<file path="config.mk">
export PLATFORM = sky130hd
export DESIGN_NAME = verificador_paridade_serial
export DESIGN_NICKNAME = d
export VERILOG_FILES = /design/src/rtl/verificador_paridade_serial_pkg.sv /design/src/rtl/verificador_paridade_serial_acumulador.sv /design/src/rtl/verificador_paridade_serial.sv
export SDC_FILE = /design/constraint.sdc
export NUM_CORES = 1
export LEC_CHECK = 0
export BUFFER_PORTS_ARGS = -buffer_cell sky130_fd_sc_hd__buf_4
export CORE_ASPECT_RATIO = 1.5
export CORE_UTILIZATION = 60
export CTS_BUF_LIST = sky130_fd_sc_hd__clkbuf_4
export DETAILED_ROUTE_END_ITERATION = 7
export GPL_ROUTABILITY_DRIVEN = 0
export PLACE_DENSITY = 0.88
export SETUP_SLACK_MARGIN = 0.02
export SYNTH_ARGS = -nofsm -noshare
export SYNTH_HDL_FRONTEND = slang
export SYNTH_SLANG_ARGS = --single-unit
export TNS_END_PERCENT = 5
</file>
<file path="constraint.sdc">
create_clock -name clk -period 2.09 [get_ports clk]
set_input_delay 0.1045 -clock clk [delete_from_list [all_inputs] [get_ports clk]]
set_output_delay 0.1045 -clock clk [all_outputs]
set_load 0.05 [all_outputs]
</file>
<file path="src/rtl/verificador_paridade_serial_pkg.sv">
// Shared definitions for the serial parity path: FSM encodings and parity modes.
package verificador_paridade_serial_pkg;
   localparam logic [1:0] ST_OCIOSO   = 2'd0;
   localparam logic [1:0] ST_DADOS    = 2'd1;
   localparam logic [1:0] ST_PARIDADE = 2'd2;

   // Parity mode values, common to the generator and the checker.
   localparam logic PARIDADE_PAR     = 1'b0;
   localparam logic PARIDADE_IMPAR_V = 1'b1;

   typedef enum logic [1:0] {
      OCIOSO   = ST_OCIOSO,
      DADOS    = ST_DADOS,
      PARIDADE = ST_PARIDADE
   } estado_t;
endpackage

</file>
<file path="src/rtl/verificador_paridade_serial_acumulador.sv">
// 1-bit running-XOR register. Priority: clear, then load, then accumulate.
module acumulador_paridade (
   input  logic clk,
   input  logic rst,
   input  logic i_clr,
   input  logic i_load,
   input  logic i_en,
   input  logic i_bit,
   output logic o_acc
);
   logic r_acc;

   always_ff @(posedge clk or posedge rst) begin
      if (rst)
         r_acc <= 1'b0;
      else if (i_clr)
         r_acc <= 1'b0;
      else if (i_load)
         r_acc <= i_bit;
      else if (i_en)
         r_acc <= r_acc ^ i_bit;
   end

   assign o_acc = r_acc;
endmodule

</file>
<file path="src/rtl/verificador_paridade_serial.sv">
// Serial parity checker: N_BITS data bits LSB first plus one parity bit; registered word and error flag.
module verificador_paridade_serial
   import verificador_paridade_serial_pkg::*;
#(
   parameter int   N_BITS         = 8,
   parameter logic PARIDADE_IMPAR = PARIDADE_PAR
) (
   input  logic              clk,
   input  logic              rst,
   input  logic              bit_in,
   input  logic              bit_valido,
   input  logic              inicio,
   output logic [N_BITS-1:0] dado_out,
   output logic              dado_valido,
   output logic              erro_paridade,
   output logic              ocupado
);
   localparam int CW = $clog2(N_BITS + 1);
   localparam logic [CW-1:0] CNT_ULT = CW'(N_BITS - 1);

   estado_t           r_estado;
   estado_t           w_prox;
   logic [CW-1:0]     r_cnt;
   logic [N_BITS-1:0] r_desloc;
   logic [N_BITS-1:0] r_dado;
   logic              r_dado_vld;
   logic              r_erro;
   logic              r_ocupado;
   logic              w_inicia;
   logic              w_desloca;
   logic              w_conclui;
   logic              w_acc;

   // inicio wins in every state: it either opens a frame or resyncs onto a new one.
   always_comb begin
      w_prox    = r_estado;
      w_inicia  = 1'b0;
      w_desloca = 1'b0;
      w_conclui = 1'b0;
      if (bit_valido && inicio) begin
         w_inicia = 1'b1;
         w_prox   = DADOS;
      end else if (bit_valido) begin
         case (r_estado)
            DADOS: begin
               w_desloca = 1'b1;
               if (r_cnt == CNT_ULT)
                  w_prox = PARIDADE;
            end
            PARIDADE: begin
               w_conclui = 1'b1;
               w_prox    = OCIOSO;
            end
            default: ;
         endcase
      end
   end

   always_ff @(posedge clk or posedge rst) begin
      if (rst) begin
         r_estado  <= OCIOSO;
         r_ocupado <= 1'b0;
      end else begin
         r_estado  <= w_prox;
         r_ocupado <= (w_prox != OCIOSO);
      end
   end

   // Right shift: after N_BITS bits the first one received lands in bit 0.
   always_ff @(posedge clk or posedge rst) begin
      if (rst) begin
         r_cnt    <= '0;
         r_desloc <= '0;
      end else if (w_inicia) begin
         r_cnt    <= CW'(1);
         r_desloc <= {bit_in, r_desloc[N_BITS-1:1]};
      end else if (w_desloca) begin
         r_cnt    <= r_cnt + CW'(1);
         r_desloc <= {bit_in, r_desloc[N_BITS-1:1]};
      end
   end

   acumulador_paridade u_acumulador (
      .clk    (clk),
      .rst    (rst),
      .i_clr  (w_conclui),
      .i_load (w_inicia),
      .i_en   (w_desloca),
      .i_bit  (bit_in),
      .o_acc  (w_acc)
   );

   always_ff @(posedge clk or posedge rst) begin
      if (rst) begin
         r_dado     <= '0;
         r_erro     <= 1'b0;
         r_dado_vld <= 1'b0;
      end else begin
         r_dado_vld <= w_conclui;
         if (w_conclui) begin
            r_dado <= r_desloc;
            r_erro <= w_acc ^ bit_in ^ (PARIDADE_IMPAR == PARIDADE_IMPAR_V);
         end
      end
   end

   assign dado_out      = r_dado;
   assign dado_valido   = r_dado_vld;
   assign erro_paridade = r_erro;
   assign ocupado       = r_ocupado;
endmodule

</file>
==> impl_metrics.csv, run 1 <==
group,metric,value,unit
status,status,"completed",
global_route,globalRouteOverflowTotal,0,
synth,yosys.area_share.xor_xnor,0.726,%
power,pwr_density_cell,1370,nW/um2
timing,period_share,80.7,%
synth,synth_largest_area_cell,"sky130_fd_sc_hd__dfrtp_1",
placed_design,placed_area,1330,um2
clock_tree,clk_pin_slew,0.13,ns
setup_path,reg2reg_to,"r_desloc[0]$_DFFE_PP0P_",
power,power.net_switching,0.000772,W
power,seq_power_share,44.7,%
routing,totalWireLength,2.14,mm
synth,synth-edff-count,0,
timing,timing_max_transition_violations_final,0,
floorplanning,initial_standard_cell_utilization_of_the_core,65.0,%
synth,syn_area_per_cell,12.6,um2
timing,clock_skew_after_layout,0.00514,ns
routing,antenna_left,0,
hold_path,holdPathStages,2,
power,power_frac_comb,44.1,%
finish,area_growth_synth_to_finish,12.7,%
setup_path,critical_path_rt,2.30,ns
clock_tree,setup_fix_buffers_added_after_clock_tree_synthesis,0,
timing,totalNegativeSetupSlack,0,ns
synth,synth.cell_area,1210,um2
routing,dr.first_iter.drc_count,29,
clock_tree,insertion_delay,0.32,ns
synth,syn_inst,96,
clock_tree,max-clock-path-buffers,2,
hold_path,timing.hold.worst.class,"in -> reg",
hold_path,hold_end,"r_desloc[7]$_DFFE_PP0P_",
routing,drt_drc_violations_left,0,
hold_path,min-delay-start,"bit_in",
global_route,grt_start_max_net_pins,27,
synth,simple_gate_portion_of_the_synthesized_area,10.1,%
synth,ys_async_sr_fraction,100,%
finish,utilization,73.3,%
floorplanning,core_area,1850,um2
setup_path,critPathLaunchType,"flip-flop",
floorplanning,floorplan.die.height,56.9,um
setup_path,slowest_stage,"sky130_fd_sc_hd__dfrtp_1",
floorplanning,floorplan.io_pins,16,
finish,final_cell_area,1360,um2
clock_tree,clockRootBuffer,"sky130_fd_sc_hd__clkbuf_4",
synth,muxShareOfSynthArea,17.1,%
synth,dominantRegCellSynth,"sky130_fd_sc_hd__dfrtp_1",
timing,tightest_slew,0.472,ns
finish,layout.cells.most_common_list,"sky130_fd_sc_hd__dfrtp_1, sky130_fd_sc_hd__buf_4, sky130_fd_sc_hd__inv_1, sky130_fd_sc_hd__mux2_2, sky130_fd_sc_hd__mux2_4",
setup_path,cp_max_fo,14,
clock_tree,cts_max_level,1,
routing,vias_per_cell,6.05,
synth,synth_top_cell_area_share,53.9,%
synth,net_count_of_the_mapped_netlist,104,
global_route,global_route.usage.total,23.4,%
setup_path,setup.worst_path.class,"reg -> reg",
timing,hold_violations,0,
synth,synth.distinct_cells,32,
routing,drt_pre_antenna_iters,4,
global_route,grt_pass1_vias,789,
timing,slew-limit-headroom,68.5,%
placed_design,io_buffer_count,15,
timing,clock.fmax,593,MHz
synth,yosysSeqAreaShare,53.9,%
finish,most_frequent_standard_cell_in_the_layout_excluding_fill_and_tap_cells,"sky130_fd_sc_hd__dfrtp_1",
floorplanning,dieArea,2200,um2
synth,synth-seq-cells,26,
synth,synth_compound_area_share,10.4,%
finish,final_layout_size_suffix_gt1_share,32.1,%
setup_path,worstReg2RegStart,"r_estado[1]$_DFF_PP0_",
setup_path,rrSetupSlack,0.40,ns
placed_design,post-place-ws,0.428,ns
global_route,grt_first_pass_wirelength,3.61,mm
power,netSwitchingFraction,41.3,%
setup_path,critPathArrivalTime,1.90,ns
setup_path,crit_path_cell_trace,"inv_1, ha_1, o21ai_4, mux2_2",
timing,finalCriticalPeriod,1.69,ns
power,internal-power,0.00110,W
finish,antennaDiodeCount,0,
power,ir_drop,0.773,mV
placed_design,hpwlAfterDp,1.54,mm
routing,post_drt_wl_per_cell,16.1,um
clock_tree,tritoncts_clock_tree,"done",
synth,synth_top_family_by_area,"multiplexers",
floorplanning,row_count,19,
synth,yosys_warnings,0,
flow_run,max-cap-violations,0,
power,report.power.total,0.00187,W
power,power_frac_clock,11.1,%
routing,via_count,804,
setup_path,slowest_delay,0.43,ns
synth,synth_fa_ha_area_share,3.11,%
floorplanning,dieWidth,38.6,um
synth,synthTopCellsByArea,"sky130_fd_sc_hd__dfrtp_1, sky130_fd_sc_hd__mux2_4, sky130_fd_sc_hd__mux2_2",
setup_path,reg2regPathDepth,4,
clock_tree,clock_sink_count,26,
timing,final.setup.worst_slack,0.403,ns
setup_path,cp_capture_type,"flip-flop",
power,p_leak,0.681,nW
finish,fin_nets,122,
timing,setup_viol,0,
global_route,antenna_found_initial,0,
timing,rsz0062_at_grt,"no",
clock_tree,tritoncts.num_buffers,3,
==> worst max-delay path: cells and delay by family, from the launching register on <==
| family | cells | cell delay [ns] |
|---|---|---|
| adders and majority gates | 1 | 0.35 |
| muxes | 1 | 0.39 |
| AOI/OAI and AO/OA | 1 | 0.34 |
| DFF | 1 | 0.43 |
| buffers and inverters | 1 | 0.08 |
==> logic make-up (layout without fill, tap and decap cells) <==
kind of cell	Yosys count	count (layout)
buf+inv	12	28
mux	16	16
flops	26	26
xor+xnor	1	1
simple gates	21	21
compound gates	17	17
fa+ha+maj	3	3
==> flip-flops by register name (all words and copies together) (netlist names) <==
signal	cells
dado_valido	1
erro_paridade	1
r_desloc	8
ocupado	1
u_acumulador.o_acc	1
dado_out	8
r_cnt	4
r_estado	2
==> synthesized netlist by cell type, types with 2 or more instances <==
cell type,count
sky130_fd_sc_hd__inv_1,8
sky130_fd_sc_hd__ha_1,3
sky130_fd_sc_hd__o21ai_0,2
sky130_fd_sc_hd__nand3_1,4
sky130_fd_sc_hd__mux2_2,8
sky130_fd_sc_hd__a21oi_1,2
sky130_fd_sc_hd__nor2_1,3
sky130_fd_sc_hd__nand2_1,5
sky130_fd_sc_hd__buf_2,3
sky130_fd_sc_hd__mux2_4,7
sky130_fd_sc_hd__o211ai_1,3
sky130_fd_sc_hd__nor3b_1,2
sky130_fd_sc_hd__dfrtp_1,26
sky130_fd_sc_hd__o21ai_1,2
==> repair_timing <==
item	CTS	global route
endpoints found under the hold margin	26	0
hold buffers	1	0
resized for setup	0	0
==> power groups by stage <==
stage	clock network (W)	logic (W)	registers [W]
2_1_floorplan	0	0.000398	0.00104
3_3_place_gp	0	0.000788	0.000822
3_5_place_dp	0	0.000824	0.000845
4_1_cts	0.000211	0.000828	0.000833
5_1_grt	0.000227	0.000886	0.000860
6_report	0.000208	0.000824	0.000835
==> per-stage QoR <==
stage,hold slack (ns),std cells
5_1_grt,0.0499,133
3_5_place_dp,0.199,129
3_3_place_gp,0.175,129
4_1_cts,0.0511,133
2_1_floorplan,0.145,96
6_report,0.0524,133
==> how the worst max path moves through the flow <==
stage	startpoint	endpoint	cells past startpoint	slack [ns]
floorplan	r_cnt[0]$_DFFE_PP0P_	ocupado$_DFF_PP0_	4	0.70
global placement	r_estado[1]$_DFF_PP0_	r_desloc[2]$_DFFE_PP0P_	4	0.54
finish	r_estado[1]$_DFF_PP0_	r_desloc[0]$_DFFE_PP0P_	4	0.40
CTS	r_estado[1]$_DFF_PP0_	r_desloc[2]$_DFFE_PP0P_	4	0.41
global route	r_estado[1]$_DFF_PP0_	r_desloc[0]$_DFFE_PP0P_	4	0.31
detailed placement	r_estado[1]$_DFF_PP0_	r_desloc[5]$_DFFE_PP0P_	4	0.43
==> cell type report <==
cell class	instances	area (um2)
clock buffers	3	22.5
fillers	145	495
inverters	8	30.0
multi-input cells	58	499
flip-flops and latches	26	651
well taps	21	26.3
repair buffers	17	130
==> routing by layer <==
metal  vias to the layer above  part of all wire, %  routed length (um)  global-route usage [%]
li1                        374                    -                   -                       -
met5                         -                    0                   0                       0
met1                       397                   39                 835                    28.2
met4                         0                  3.0                  65                    11.8
met3                         7                  4.1                  87                    2.37
met2                        26                   54                1150                    39.5
(Power assumes the default switching activity.)
==> inputs of run 2 (changes only) <==
CORE_UTILIZATION = 58   (was 60)
PLACE_DENSITY = 0.85   (was 0.88)
clock period = 1.6 ns   (was 2.09 ns; I/O delays follow)
==> impl_metrics.csv, run 2 (synthesized netlist as in run 1, its figures left out) <==
group,metric,value,unit
hold_path,timing.hold.worst.class,"in -> reg",
setup_path,cp_max_fo,11,
floorplanning,core_area,1900,um2
global_route,antenna_found_initial,0,
finish,fillers,132,
finish,area_growth_synth_to_finish,15.4,%
placed_design,post-place-ws,0.0249,ns
clock_tree,tritoncts.num_buffers,3,
hold_path,holdPathStages,2,
flow_run,max-cap-violations,0,
timing,clock.fmax,666,MHz
setup_path,critPathLaunchType,"flip-flop",
placed_design,placed_area,1330,um2
clock_tree,clock_sink_count,26,
floorplanning,initial_standard_cell_utilization_of_the_core,63.4,%
placed_design,hpwlAfterDp,1.56,mm
timing,final.setup.worst_slack,0.0984,ns
clock_tree,max-clock-path-buffers,2,
power,ir_drop,1.18,mV
floorplanning,floorplan.io_pins,16,
setup_path,cp_capture_type,"flip-flop",
timing,hold_violations,0,
global_route,grt_start_max_net_pins,27,
clock_tree,insertion_delay,0.32,ns
timing,finalCriticalPeriod,1.50,ns
clock_tree,tritoncts_clock_tree,"done",
routing,top_signal_layer_used,"met4",
routing,totalWireLength,2.13,mm
routing,via_count,794,
status,status,"completed",
setup_path,critPathArrivalTime,1.72,ns
finish,most_frequent_standard_cell_in_the_layout_excluding_fill_and_tap_cells,"sky130_fd_sc_hd__dfrtp_1",
placed_design,io_buffer_count,15,
routing,drt_drc_violations_left,0,
timing,slew-limit-headroom,78.1,%
timing,rsz0062_at_grt,"no",
setup_path,setup.worst_path.class,"reg -> reg",
global_route,grt_first_pass_wirelength,3.45,mm
routing,antenna_left,0,
global_route,globalRouteOverflowTotal,0,
routing,met2_wirelength,1.15,mm
setup_path,worstReg2RegStart,"r_estado[0]$_DFF_PP0_",
timing,clock_skew_after_layout,0.00178,ns
hold_path,hold_end,"r_desloc[7]$_DFFE_PP0P_",
setup_path,slowest_delay,0.45,ns
floorplanning,dieArea,2270,um2
finish,final_layout_size_suffix_gt1_share,35.1,%
clock_tree,clockRootBuffer,"sky130_fd_sc_hd__clkbuf_4",
finish,fin_nets,124,
timing,tightest_slew,0.328,ns
routing,post_drt_wl_per_cell,15.8,um
timing,timing_max_transition_violations_final,0,
floorplanning,row_count,19,
clock_tree,clk_pin_slew,0.13,ns
floorplanning,floorplan.die.height,57.9,um
setup_path,startpoint,"r_estado[0]$_DFF_PP0_",
timing,hold_ws,0.0325,ns
finish,layout.cells.most_common_list,"sky130_fd_sc_hd__dfrtp_1, sky130_fd_sc_hd__buf_4, sky130_fd_sc_hd__inv_1, sky130_fd_sc_hd__mux2_2, sky130_fd_sc_hd__mux2_4",
routing,dr.first_iter.drc_count,17,
routing,met3RoutedLength,54,um
setup_path,crit_path_cell_trace,"inv_1, ha_1, nand3b_4, mux2_1",
power,report.power.total,0.00248,W
timing,period_share,93.9,%
global_route,grt_pass1_vias,799,
power,p_leak,0.706,nW
finish,antennaDiodeCount,0,
floorplanning,dieWidth,39.2,um
routing,vias_per_cell,5.88,
setup_path,rrSetupSlack,0.1,ns
setup_path,critical_path_rt,1.82,ns
timing,setup_viol,0,
setup_path,reg2regPathDepth,4,
timing,totalNegativeSetupSlack,0,ns
setup_path,reg2reg_to,"dado_out[3]$_DFFE_PP0P_",
clock_tree,cts_max_level,1,
power,pwr_density_cell,1780,nW/um2
routing,drt_pre_antenna_iters,4,
routing,route.layer.met1.wl,883,um
global_route,global_route.usage.total,22.4,%
hold_path,min-delay-start,"bit_in",
setup_path,slowest_stage,"sky130_fd_sc_hd__dfrtp_1",
finish,final_cell_area,1390,um2
## run 2: cell types whose count changed in the layout (fill, tap and decap cells not counted), sizes merged
cell,before,now
buf,16,18
## run 2: worst max-delay path, delay by kind of cell (launching register included)
| kind | cells | cell delay (ns) |
|---|---|---|
| adders and majority gates | 1 | 0.27 |
| buffers and inverters | 1 | 0.11 |
| and+or+nand+nor | 1 | 0.22 |
| muxes | 1 | 0.36 |
| DFF | 1 | 0.45 |
## run 2: metrics by stage
stage,utilization [%],cells
6_report,73.2,135
5_1_grt,73.2,135
4_1_cts,72.3,134
3_5_place_dp,70.1,130
3_3_place_gp,70.1,130
2_1_floorplan,-,96
## run 2: area by class of cell
| type | instances | area [um2] | area share [%] |
|---|---|---|---|
| sequential | 26 | 651 | 46.8 |
| timing repair buffer | 19 | 145 | 10.4 |
| tap | 21 | 26.3 | 1.89 |
| multi-input combinational | 58 | 517 | 37.1 |
| clock buffer | 3 | 22.5 | 1.62 |
| inverter | 8 | 30.0 | 2.16 |
## run 2: worst max-delay path by stage
stage	end	cells after the start	slack [ns]
floorplan	ocupado$_DFF_PP0_	4	0.21
global route	ocupado$_DFF_PP0_	4	0.02
CTS	ocupado$_DFF_PP0_	4	0.03
global placement	dado_out[3]$_DFFE_PP0P_	4	0.10
detailed placement	dado_out[3]$_DFFE_PP0P_	4	0.02
finish	dado_out[3]$_DFFE_PP0P_	4	0.1
## run 2: repair_timing
action,CTS,global route
endpoints found under the setup margin,4,10
endpoints found under the hold margin,26,0
hold buffers,1,0
pin swaps,0,1
buffers inserted,0,1
gates resized for setup,1,3
## run 2: power breakdown
part           switching (W)  internal [W]  leakage (nW)
logic               0.000650      0.000473         0.365
registers           0.000188      0.000901         0.327
clock network       0.000183     0.0000884        0.0138
total                0.00102       0.00146         0.706
## run 2: metal layers
layer	vias to the layer above	track usage, %
met5	-	0
met4	0	13.3
met3	4	2.30
met2	14	36.4
met1	396	27.7
li1	380	-
